**src/rtl/div_iter_unit.sv**
```systemverilog
// Radix-2 restoring DIV/DIVU that produces one quotient bit per cycle. Done pulses WIDTH+1 cycles after accept.
// Stalls E from the accept cycle until done; a cancel aborts the divide and leaves HI/LO unchanged.
module div_iter_unit #(
  parameter int WIDTH = 32
) (
  input  logic             clk,
  input  logic             rst,
  input  logic             start_E,
  input  logic             signed_E,
  input  logic [WIDTH-1:0] a_E,
  input  logic [WIDTH-1:0] b_E,
  input  logic             cancel_E,
  output logic             stall_div,
  output logic             done_E,
  output logic [WIDTH-1:0] hi_out,
  output logic [WIDTH-1:0] lo_out
);

  localparam int CW = $clog2(WIDTH);

  typedef enum logic [1:0] {S_IDLE, S_DIV, S_DONE} state_t;

  state_t           r_state;
  state_t           w_state_nxt;
  logic [CW-1:0]    r_cnt;
  logic [WIDTH-1:0] r_rem;
  logic [WIDTH-1:0] r_quo;
  logic [WIDTH-1:0] r_div;
  logic [WIDTH-1:0] r_a;
  logic             r_qneg;
  logic             r_rneg;
  logic             r_dz;

  logic             w_accept;
  logic             w_last;
  logic             w_fin;
  logic [WIDTH:0]   w_shift;
  logic             w_ge;
  logic [WIDTH-1:0] w_rem_nxt;
  logic [WIDTH-1:0] w_quo_nxt;
  logic [WIDTH-1:0] w_a_abs;
  logic [WIDTH-1:0] w_b_abs;
  logic [WIDTH-1:0] w_lo_fin;
  logic [WIDTH-1:0] w_hi_fin;

  assign w_accept = (r_state == S_IDLE) && start_E && !cancel_E;
  assign w_last   = (r_cnt == CW'(WIDTH - 1));
  assign w_fin    = (r_state == S_DIV) && (w_state_nxt == S_DONE);

  // The shifted partial remainder needs one extra bit: it can exceed the divisor's range.
  assign w_shift   = {r_rem, r_quo[WIDTH-1]};
  assign w_ge      = (w_shift >= {1'b0, r_div});
  assign w_rem_nxt = w_ge ? (w_shift[WIDTH-1:0] - r_div) : w_shift[WIDTH-1:0];
  assign w_quo_nxt = {r_quo[WIDTH-2:0], w_ge};

  assign w_a_abs  = (signed_E && a_E[WIDTH-1]) ? -a_E : a_E;
  assign w_b_abs  = (signed_E && b_E[WIDTH-1]) ? -b_E : b_E;
  assign w_lo_fin = r_dz ? {WIDTH{1'b1}} : (r_qneg ? -w_quo_nxt : w_quo_nxt);
  assign w_hi_fin = r_dz ? r_a : (r_rneg ? -w_rem_nxt : w_rem_nxt);

  always_ff @(posedge clk) begin
    if (rst) r_state <= S_IDLE;
    else     r_state <= w_state_nxt;
  end

  always_comb begin
    w_state_nxt = r_state;
    case (r_state)
      S_IDLE:  if (w_accept) w_state_nxt = S_DIV;
      S_DIV:   begin
        if (cancel_E)    w_state_nxt = S_IDLE;
        else if (w_last) w_state_nxt = S_DONE;
      end
      default: w_state_nxt = S_IDLE;
    endcase
  end

  always_comb begin
    stall_div = w_accept || (r_state == S_DIV);
    done_E    = (r_state == S_DONE);
  end

  always_ff @(posedge clk) begin
    if (rst) begin
      r_cnt  <= '0;
      r_rem  <= '0;
      r_quo  <= '0;
      r_div  <= '0;
      r_a    <= '0;
      r_qneg <= 1'b0;
      r_rneg <= 1'b0;
      r_dz   <= 1'b0;
      hi_out <= '0;
      lo_out <= '0;
    end else begin
      if (w_accept) begin
        r_cnt  <= '0;
        r_rem  <= '0;
        r_quo  <= w_a_abs;
        r_div  <= w_b_abs;
        r_a    <= a_E;
        r_qneg <= signed_E && (a_E[WIDTH-1] ^ b_E[WIDTH-1]);
        r_rneg <= signed_E && a_E[WIDTH-1];
        r_dz   <= (b_E == '0);
      end else if (r_state == S_DIV && !cancel_E) begin
        r_cnt <= r_cnt + 1'b1;
        r_rem <= w_rem_nxt;
        r_quo <= w_quo_nxt;
      end
      if (w_fin) begin
        lo_out <= w_lo_fin;
        hi_out <= w_hi_fin;
      end
    end
  end

endmodule

```
**config.mk**
```make
export PLATFORM = sky130hd
export DESIGN_NAME = div_iter_unit
export DESIGN_NICKNAME = d
export VERILOG_FILES = /design/src/rtl/div_iter_unit.sv
export SDC_FILE = /design/constraint.sdc
export NUM_CORES = 1
export LEC_CHECK = 0
export ABC_AREA = 1
export CORE_ASPECT_RATIO = 0.7
export CORE_MARGIN = 5
export CORE_UTILIZATION = 35
export DETAILED_ROUTE_END_ITERATION = 7
export DONT_BUFFER_PORTS = 1
export GPL_ROUTABILITY_DRIVEN = 1
export PLACE_DENSITY = 0.47
export RECOVER_POWER = 100
export SLEW_MARGIN = 40
export SYNTH_ARGS = -nofsm -noshare
export SYNTH_HDL_FRONTEND = slang
export SYNTH_SLANG_ARGS = --single-unit
```
**constraint.sdc**
```tcl
create_clock -name clk -period 4.9 [get_ports clk]
set_input_delay 0.49 -clock clk [delete_from_list [all_inputs] [get_ports clk]]
set_output_delay 0.49 -clock clk [all_outputs]
set_load 0.005 [all_outputs]
```
==> results of run 1 <==
## routing by layer
metal / up-vias / wire (um) / part of all wire, % / global-route usage (%)
met5: - / 0 / 0 / 0
met4: 0 / 680 / 1.2 / 2.90
li1: 7128 / - / - / -
met3: 36 / 6670 / 12 / 8.76
met1: 6686 / 29000 / 51 / 41.0
met2: 548 / 21000 / 37 / 33.2
## cells in the final DEF, fill, tap and decap left out, drive strengths merged, types with 2 or more instances in the layout
cell / netlist / routed
o21ai: 153 / 153
bufinv: 0 / 5
buf: 22 / 21
a221oi: 2 / 2
nor4: 11 / 11
inv: 361 / 360
a211oi: 8 / 8
nand4: 29 / 29
clkinvlp: 0 / 3
o221ai: 28 / 28
ha: 38 / 38
nor3b: 2 / 2
xor2: 41 / 41
nand3b: 5 / 5
a31oi: 19 / 19
dfxtp: 202 / 202
nor2: 188 / 188
clkinv: 3 / 9
o22ai: 30 / 30
or2: 7 / 7
a22oi: 2 / 2
o211ai: 38 / 38
o221a: 2 / 2
o32ai: 7 / 7
nand3: 135 / 135
and3: 2 / 2
nand2: 567 / 567
nor3: 45 / 45
o21bai: 17 / 17
xnor2: 7 / 7
a21oi: 153 / 153
clkbuf: 72 / 37
## worst min path at each step
stage,slack [ns],to
3_3_place_gp,0.44,r_a[25]
5_1_grt,-0.003,r_quo[31]
6_report,0.03,r_quo[31]
4_1_cts,0.005,r_quo[31]
3_5_place_dp,0.45,r_cnt[3]
2_1_floorplan,0.42,r_div[28]
## state kept, by name, indices dropped and copies added, names as in the netlist
name and count:
r_div 32, r_dz 1, r_a 32, hi_out 32
r_state 2, r_rem 32, lo_out 32, r_qneg 1
r_cnt 5, r_rneg 1, r_quo 32
## layout make-up
class,instances,area [um^2]
inverters,364,1370
clock buffers,30,674
well taps,527,659
clock inverters,13,201
flip-flops and latches,202,4040
fillers,4295,23600
repair buffers,28,186
multi-input cells,1544,7930
## cell families after synthesis
family,after synthesis,share of synthesized area [%]
xor+xnor,48,3.05
buf+inv,458,12.8
compound gates,463,19.9
flops,202,29.3
fa+ha+maj,39,3.60
simple gates,994,31.3
## per-stage QoR
stage | instances | hold slack, ns
after global placement | 2665 | 0.442
after CTS | 2708 | 0.00522
after detailed placement | 2665 | 0.452
final | 2708 | 0.0266
after global routing | 2708 | -0.00306
after floorplan | 2204 | 0.422
## critical path: stages, from the launching register on
cell and delay (ns):
dfxtp_1 0.34, inv_1 0.14, ha_1 0.43, nand2_1 0.13, nor2_1 0.25, nand2_1 0.20, nor4_1 0.83, nand2_4 0.10
buf_4 0.28, nand3_1 0.10, nand2_1 0.23, nor2_1 0.33, nand3_1 0.14, o21ai_1 0.35, a21oi_1 0.12, o21ai_0 0.40
a21oi_1 0.11
## where the power goes
group / total [uW] / switching, uW / internal (uW)
combinational: 1920 / 1390 / 528
sequential: 1750 / 48.5 / 1700
clock: 2020 / 780 / 1240
## repair_timing
action | 4_1_cts | 5_1_grt
setup buffers | 0 | 0
hold buffers | 0 | 0
resized for setup | 0 | 1
setup endpoints to repair | 0 | 1
==> flow_metrics.tcl, run 1 <==
set metrics [dict create \
    grt.total_usage_pct 25.6 \
    status "finished, violations left" \
    grt-ovfl-total 0 \
    synth_fp_nets 2312 \
    pre_cts_ws_ns 0.569 \
    setup_violations 0 \
    min_from "rst" \
    r2r_end "hi_out[23]" \
    synth_warnings 0 \
    die_x_um 247 \
    grt_pass1_vias 13100 \
    routed_wl_mm 57.3 \
    hold_viol 0 \
    remaining_drc_errors 0 \
    fin_crit_sh_pct 94.4 \
    diodes 0 \
    dp_hpwl_mm 44.5 \
    ys_async_sr_fraction_pct 0 \
    clk_pin_slew_ns 0.06 \
    crit_path_end_kind "flip-flop" \
    avgSynthCellArea_um2 6.25 \
    rrSetupSlack_ns 0.27 \
    clockBufferDepth 3 \
    seq_area_frac_synth_pct 29.3 \
    final_design_area_no_fill_mm2 0.0151 \
    reg2reg_depth 16 \
    cts_tree "done" \
    period_needed_ns 4.63 \
    nets 2272 \
    synthFlopType "dfxtp_1" \
    vias 14400 \
    ys_seq_elements 202 \
    drv_slew 185 \
    die_height_um 176 \
    hold_depth 1 \
    drt-initial-drc-count 1366 \
    drtPass1Iterations 6 \
    cp.arrival_ns 5.03 \
    max-slew-margin-rel_pct -114 \
    initial_utilization_pct 35.6 \
    gp_congestion 0.965 \
    syn_area_mm2 0.0138 \
    cts.sinks 202 \
    fin_skew_ns 0.0151 \
    tightest_slew_ns 3.21 \
    hold_path.class "primary input to flip-flop" \
    clkLatencyLatePin_ns 0.54 \
    max-vdd-ir-drop_mv 0.223 \
    path_max_fanout 17 \
    vias_per_cell 5.32 \
    power.leakage_uw 0.00704 \
    power_uw 5690 \
    synth_cell_types 55 \
    tns_ns 0 \
    detail-route-antenna-nets 0 \
    timing.max_cap.violations 3 \
    rsz0062_at_grt "false" \
    required_ns 5.31 \
    cts-root-buf "clkbuf_16" \
    cts_made_buffers 24 \
    yosys-top-cells-count "nand2_1 (546), inv_1 (352), dfxtp_1 (202)" \
    powerDensity_mw_per_mm2 378 \
    layout-area-overhead-vs-synth_pct 9.26 \
    crit_start "r_div[24]" \
    utilization_pct 38.9 \
    violations "max-capacitance violations, max-slew violations" \
    htreeDepth 1 \
    yosys.area.top_type_share_pct 29.3 \
    io_pins 135 \
    timing.fmax_ghz 0.216 \
    reg2reg_from "r_div[24]" \
    yosysTopAreaCell "dfxtp_1" \
    io_buffers 0 \
    grt_pass1_wl_mm 85.3 \
    grt_max_degree 74 \
    fin_ws_ns 0.274 \
    core_mm2 0.0387 \
    num_rows 60 \
    yosys.cell_count.top_type "nand2_1" \
    synth_edf_count 0 \
    layout-drive-gt1-share_pct 6.10 \
    syn_inst 2204 \
    start_kind "flip-flop" \
    placed_area_mm2 0.0143 \
    dieArea_mm2 0.0435 \
    synth_area_leaders "dfxtp_1 (29%), nand2_1 (15%), inv_1 (9.6%)" \
    wl_per_cell_um 21.2 \
    path_class "flip-flop to flip-flop" \
    antenna_found_initial 1 \
    endpoint "hi_out[23]" \
]
Power figures use the tool's default switching activity.
==> inputs of run 2 (changes only) <==
--- a/config.mk
+++ b/config.mk
@@ -8,11 +8,11 @@
 export ABC_AREA = 1
 export CORE_ASPECT_RATIO = 0.7
 export CORE_MARGIN = 5
-export CORE_UTILIZATION = 35
+export CORE_UTILIZATION = 25
 export DETAILED_ROUTE_END_ITERATION = 7
 export DONT_BUFFER_PORTS = 1
 export GPL_ROUTABILITY_DRIVEN = 1
-export PLACE_DENSITY = 0.47
+export PLACE_DENSITY = 0.36
 export RECOVER_POWER = 100
 export SLEW_MARGIN = 40
 export SYNTH_ARGS = -nofsm -noshare
==> constraint.sdc (replaced) <==
create_clock -name clk -period 4.3 [get_ports clk]
set_input_delay 0.43 -clock clk [delete_from_list [all_inputs] [get_ports clk]]
set_output_delay 0.43 -clock clk [all_outputs]
set_load 0.005 [all_outputs]
==> flow_metrics.tcl, run 2 (same netlist as run 1, synthesis figures left out) <==
set metrics [dict create \
    drv_slew 233 \
    layout-area-overhead-vs-synth_pct 13.0 \
    crit_slowest_cell "inv_1" \
    grt-busiest-layer "met1" \
    max-slew-margin-rel_pct -105 \
    grt_pass1_vias 13400 \
    dieArea_mm2 0.0600 \
    clkLatencyLatePin_ns 0.56 \
    io_pins 135 \
    period_needed_ns 3.94 \
    routed_wl_mm 63.3 \
    grt-ovfl-total 0 \
    dp_hpwl_mm 49.6 \
    grt.total_usage_pct 20.4 \
    initial_utilization_pct 25.1 \
    placed_area_mm2 0.0148 \
    diodes 0 \
    crit_path_end_kind "flip-flop" \
    cts_made_buffers 25 \
    hold_depth 3 \
    cts-root-buf "clkbuf_16" \
    rrSetupSlack_ns 0.36 \
    io_buffers 0 \
    grt_pass1_wl_mm 92.4 \
    path_class "flip-flop to flip-flop" \
    start_kind "flip-flop" \
    fin_crit_sh_pct 91.5 \
    timing.fmax_ghz 0.254 \
    gp_congestion 0.929 \
    layout-drive-gt1-share_pct 7.32 \
    violations "max-capacitance violations, max-slew violations" \
    fin_skew_ns 0.0228 \
    wl_per_cell_um 21.5 \
    layout_common_cells "nand2_1 (551), inv_1 (350), dfxtp_1 (202), nor2_1 (171), a21oi_1 (147)" \
    clk_pin_slew_ns 0.06 \
    max-vdd-ir-drop_mv 0.268 \
    cp.arrival_ns 4.36 \
    tns_ns 0 \
    numPlacedInstances 2906 \
    nets 2303 \
    cts_tree "done" \
    clockBufferDepth 3 \
    reg2reg_depth 24 \
    antenna_found_initial 0 \
    drt-initial-drc-count 1179 \
    whs_ns 0.0371 \
    path_max_fanout 15 \
    critical_path.max_stage_delay_ns 0.39 \
    power.leakage_uw 0.00716 \
    drtPass1Iterations 5 \
    cts_setup_buffers 0 \
    finalNonFillerCells 2953 \
    required_ns 4.72 \
    grt_max_degree 74 \
    status "finished, violations left" \
    vias 14400 \
    vias_per_cell 4.89 \
    die_x_um 291 \
    layout_commonest_cell "nand2_1" \
    powerDensity_mw_per_mm2 420 \
    die_height_um 206 \
    final_design_area_no_fill_mm2 0.0156 \
    num_rows 72 \
    crit_top_cell "nand2_1" \
    hold_viol 0 \
    setup_violations 0 \
    rsz0062_at_grt "false" \
    cts.sinks 202 \
    detail-route-antenna-nets 0 \
    remaining_drc_errors 0 \
    tightest_slew_ns 3.08 \
    core_mm2 0.0549 \
    htreeDepth 1 \
    cp_cell_sequence "inv_1, ha_1, nand2_1, inv_2, nand2_1, inv_1, nand2_1, nor2_1, nand2_1, nand3_1, inv_1, nand2_4, buf_12, nand2_1, nand2_1, inv_1, nand2_1, nor2_4, nand3_1, nand2_1, o21ai_0, o21ai_0, clkbuf_4, a21oi_1" \
    met3_usage_pct 5.11 \
    hold_path.class "primary input to flip-flop" \
    grt_util_met1_pct 32.7 \
    timing.max_cap.violations 5 \
    met2_usage_pct 27.1 \
]
## run 2: final cells by class
type | count | area (um^2)
fill | 6176 | 39300
clock buffer | 35 | 733
tap | 740 | 926
multi-input combinational | 1544 | 7950
inverter | 364 | 1370
timing repair buffer | 58 | 454
sequential | 202 | 4040
clock inverter | 10 | 96.3
## run 2: critical path, delay by kind of cell (launching register included)
kind | cells | cell delay, ns
compound gates | 3 | 0.33
fa+ha+maj | 1 | 0.35
buf+inv | 7 | 1.05
flops | 1 | 0.31
simple gates | 13 | 1.76
## run 2: what timing repair did
action / CTS / global route
endpoints found under the setup margin: 0 / 3
hold buffers: 2 / 0
gates resized for setup: 0 / 4
endpoints found under the hold margin: 53 / 0
## run 2: path summary, 6_finish.rpt
kind,from,to
max,r_div[19],hi_out[15]
min,rst,r_quo[23]
max reg2reg,r_div[19],hi_out[15]
min reg2reg,r_a[25],r_a[25]
## run 2: stage by stage
step / util, % / total power, uW / worst slack, ns
after floorplan: - / 3520 / 0.663
after global placement: 26.9 / 4400 / 0.170
after detailed placement: 26.9 / 4380 / 0.152
after CTS: 28.5 / 6620 / 0.104
after global routing: 28.4 / 6930 / 0.00933
final: 28.4 / 6540 / 0.363
## run 2: metal layers
| layer | share of wire (%) | wire length, um |
|---|---|---|
| met1 | 53 | 33600 |
| met2 | 37 | 23600 |
| met3 | 8.2 | 5170 |
| met4 | 1.5 | 959 |
| met5 | 0 | 0 |
## run 2: report_power, final
part | switching, uW | internal (uW) | leakage, uW
clock network | 918 | 1250 | 0.000398
logic | 1680 | 686 | 0.00512
registers | 53.1 | 1940 | 0.00164
==> inputs of run 3 (changes only) <==
--- a/config.mk
+++ b/config.mk
@@ -9,6 +9,7 @@
 export CORE_ASPECT_RATIO = 0.7
 export CORE_MARGIN = 5
 export CORE_UTILIZATION = 25
+export CTS_BUF_LIST = sky130_fd_sc_hd__clkbuf_4 sky130_fd_sc_hd__clkbuf_8
 export DETAILED_ROUTE_END_ITERATION = 7
 export DONT_BUFFER_PORTS = 1
 export GPL_ROUTABILITY_DRIVEN = 1
==> flow_metrics.tcl, run 3 (same netlist as run 1, synthesis figures left out) <==
set metrics [dict create \
    status "finished, violations left" \
    violations "max-capacitance violations, max-slew violations" \
    grt_max_degree 74 \
    io_buffers 0 \
    hold_path.class "primary input to flip-flop" \
    power_frac_comb_pct 36.3 \
    layout_commonest_cell "nand2_1" \
    nets 2335 \
    gp_congestion 0.929 \
    initial_utilization_pct 25.1 \
    htreeDepth 2 \
    vias 14700 \
    cp_cell_sequence "inv_1, ha_1, nand2_1, inv_1, nand2_1, inv_1, nand2_1, nor2_1, nand2_1, nand3_1, inv_1, nand2_4, buf_12, nor3_1, nand3_1, nor2_2, buf_4, nand3_1, nand2_1, clkbuf_1, xnor2_1, o221ai_1, inv_1" \
    cts_made_buffers 40 \
    timing.max_cap.violations 5 \
    num_rows 72 \
    rrSetupSlack_ns 0.36 \
    p_sw_uw 2730 \
    path_class "flip-flop to flip-flop" \
    setup_violations 0 \
    dp_hpwl_mm 49.6 \
    tightest_slew_ns 3.06 \
    p_sw_share_pct 41.5 \
    reg2reg_depth 23 \
    reg2reg_from "r_div[13]" \
    clk_pin_slew_ns 0.06 \
    routed_wl_mm 64.2 \
    min_from "b_E[29]" \
    cts.sinks 202 \
    cts_tree "done" \
    layout-area-overhead-vs-synth_pct 14.4 \
    clockBufferDepth 3 \
    dieArea_mm2 0.0600 \
    crit_path_end_kind "flip-flop" \
    seq_power_share_pct 30.4 \
    cts_setup_buffers 0 \
    max-vdd-ir-drop_mv 0.175 \
    die_x_um 291 \
    hold_viol 0 \
    cp.arrival_ns 4.47 \
    clkPwrFrac_pct 33.3 \
    powerDensity_mw_per_mm2 417 \
    r2r_end "lo_out[19]" \
    layout-drive-gt1-share_pct 8.37 \
    grt_pass1_wl_mm 93.4 \
    worstHoldEndpoint "r_div[29]" \
    clkLatencyLatePin_ns 0.64 \
    cts-root-buf "clkbuf_8" \
    drt-initial-drc-count 1147 \
    path_max_fanout 23 \
    drtPass1Iterations 5 \
    max-slew-margin-rel_pct -104 \
    utilization_pct 28.7 \
    tns_ns 0 \
    whs_ns 0.0393 \
    multiInputGateArea_mm2 0.00795 \
    seq_area_mm2 0.00404 \
    required_ns 4.83 \
    wl_per_cell_um 21.4 \
    p_int_uw 3850 \
    start_kind "flip-flop" \
    grt.total_usage_pct 20.7 \
    remaining_drc_errors 0 \
    fin_crit_sh_pct 91.7 \
    die_height_um 206 \
    critical_path.max_stage_delay_ns 0.40 \
    detail-route-antenna-nets 0 \
    layout_common_cells "nand2_1 (550), inv_1 (350), dfxtp_1 (202), nor2_1 (172), a21oi_1 (147)" \
    period_needed_ns 3.94 \
    timing.fmax_ghz 0.254 \
    n_fill_cell 6227 \
    fin_skew_ns 0.0488 \
    io_pins 135 \
    grt-ovfl-total 0 \
    placed_area_mm2 0.0148 \
    rsz0062_at_grt "false" \
    grt_pass1_vias 13700 \
    drv_slew 233 \
    final_design_area_no_fill_mm2 0.0158 \
    vias_per_cell 4.89 \
    core_mm2 0.0549 \
    antenna_found_initial 2 \
    power.leakage_uw 0.00729 \
    crit_slowest_cell "inv_1" \
    hold_depth 3 \
]
==> run 3: changes by cell type in the layout (fill, tap and decap cells not counted), moves of 2 or more <==
cell           before  now
diode_2             0    2
dlygate4sd3_1       1   18
clkbuf_16          25    0
clkbuf_8            7   51
clkbuf_4            4   17
clkinvlp_4          4    0
==> run 3: worst max path at each step <==
stage                     startpoint          to  slack (ns)  depth (start not counted)
after global routing       r_div[16]  hi_out[23]        0.02                         23
after CTS                   r_rem[7]  lo_out[30]        0.13                         22
final                      r_div[13]  lo_out[19]        0.36                         23
after global placement     r_rem[15]  lo_out[30]        0.17                         22
after floorplan             r_rem[6]  lo_out[30]        0.66                         23
after detailed placement   r_div[14]  lo_out[30]        0.15                         23
==> run 3: layout make-up <==
| cell class | count | share of cell area (%) |
|---|---|---|
| Inverter | 364 | 8.68 |
| Timing Repair Buffer | 75 | 3.89 |
| Clock buffer | 66 | 5.16 |
| Tap cell | 740 | 5.87 |
| Clock inverter | 6 | 0.325 |
| Multi-Input combinational cell | 1544 | 50.4 |
| Sequential cell | 202 | 25.6 |
| Antenna cell | 2 | 0.0317 |
==> run 3: worst max-delay path, delay by kind of cell, from the launching register on <==
| kind | cells | cell delay, ns |
|---|---|---|
| buf+inv | 8 | 1.20 |
| xor+xnor | 1 | 0.10 |
| simple gates | 12 | 1.74 |
| fa+ha+maj | 1 | 0.34 |
| flops | 1 | 0.30 |
| compound gates | 1 | 0.16 |
==> run 3: per-stage QoR <==
step	setup slack, ns	cells	total power (uW)
2_1_floorplan	0.663	2204	3520
4_1_cts	0.132	2997	6640
5_1_grt	0.0185	2997	6980
3_3_place_gp	0.170	2906	4400
6_report	0.358	2999	6570
3_5_place_dp	0.152	2906	4380
==> run 3: metal layers <==
metal	vias up	share of wire, %	global-route usage, %	routed length (um)
met1	6917	53	32.6	33800
li1	7268	-	-	-
met2	417	37	27.2	23800
met3	64	8.8	5.82	5630
met5	-	0	0	0
met4	0	1.6	4.21	1000
==> run 3: power groups by stage <==
stage | Sequential (uW) | Combinational, uW | Clock (uW)
finish | 2000 | 2380 | 2190
global route | 2000 | 2630 | 2340
CTS | 2000 | 2390 | 2260
detailed placement | 2040 | 2350 | 0
global placement | 2040 | 2370 | 0
floorplan | 2020 | 1500 | 0
==> run 3: timing repair <==
action / CTS / global route
resized for setup: 0 / 4
endpoints found under the setup margin: 0 / 3
hold endpoints to repair: 67 / 0
hold buffers: 19 / 0
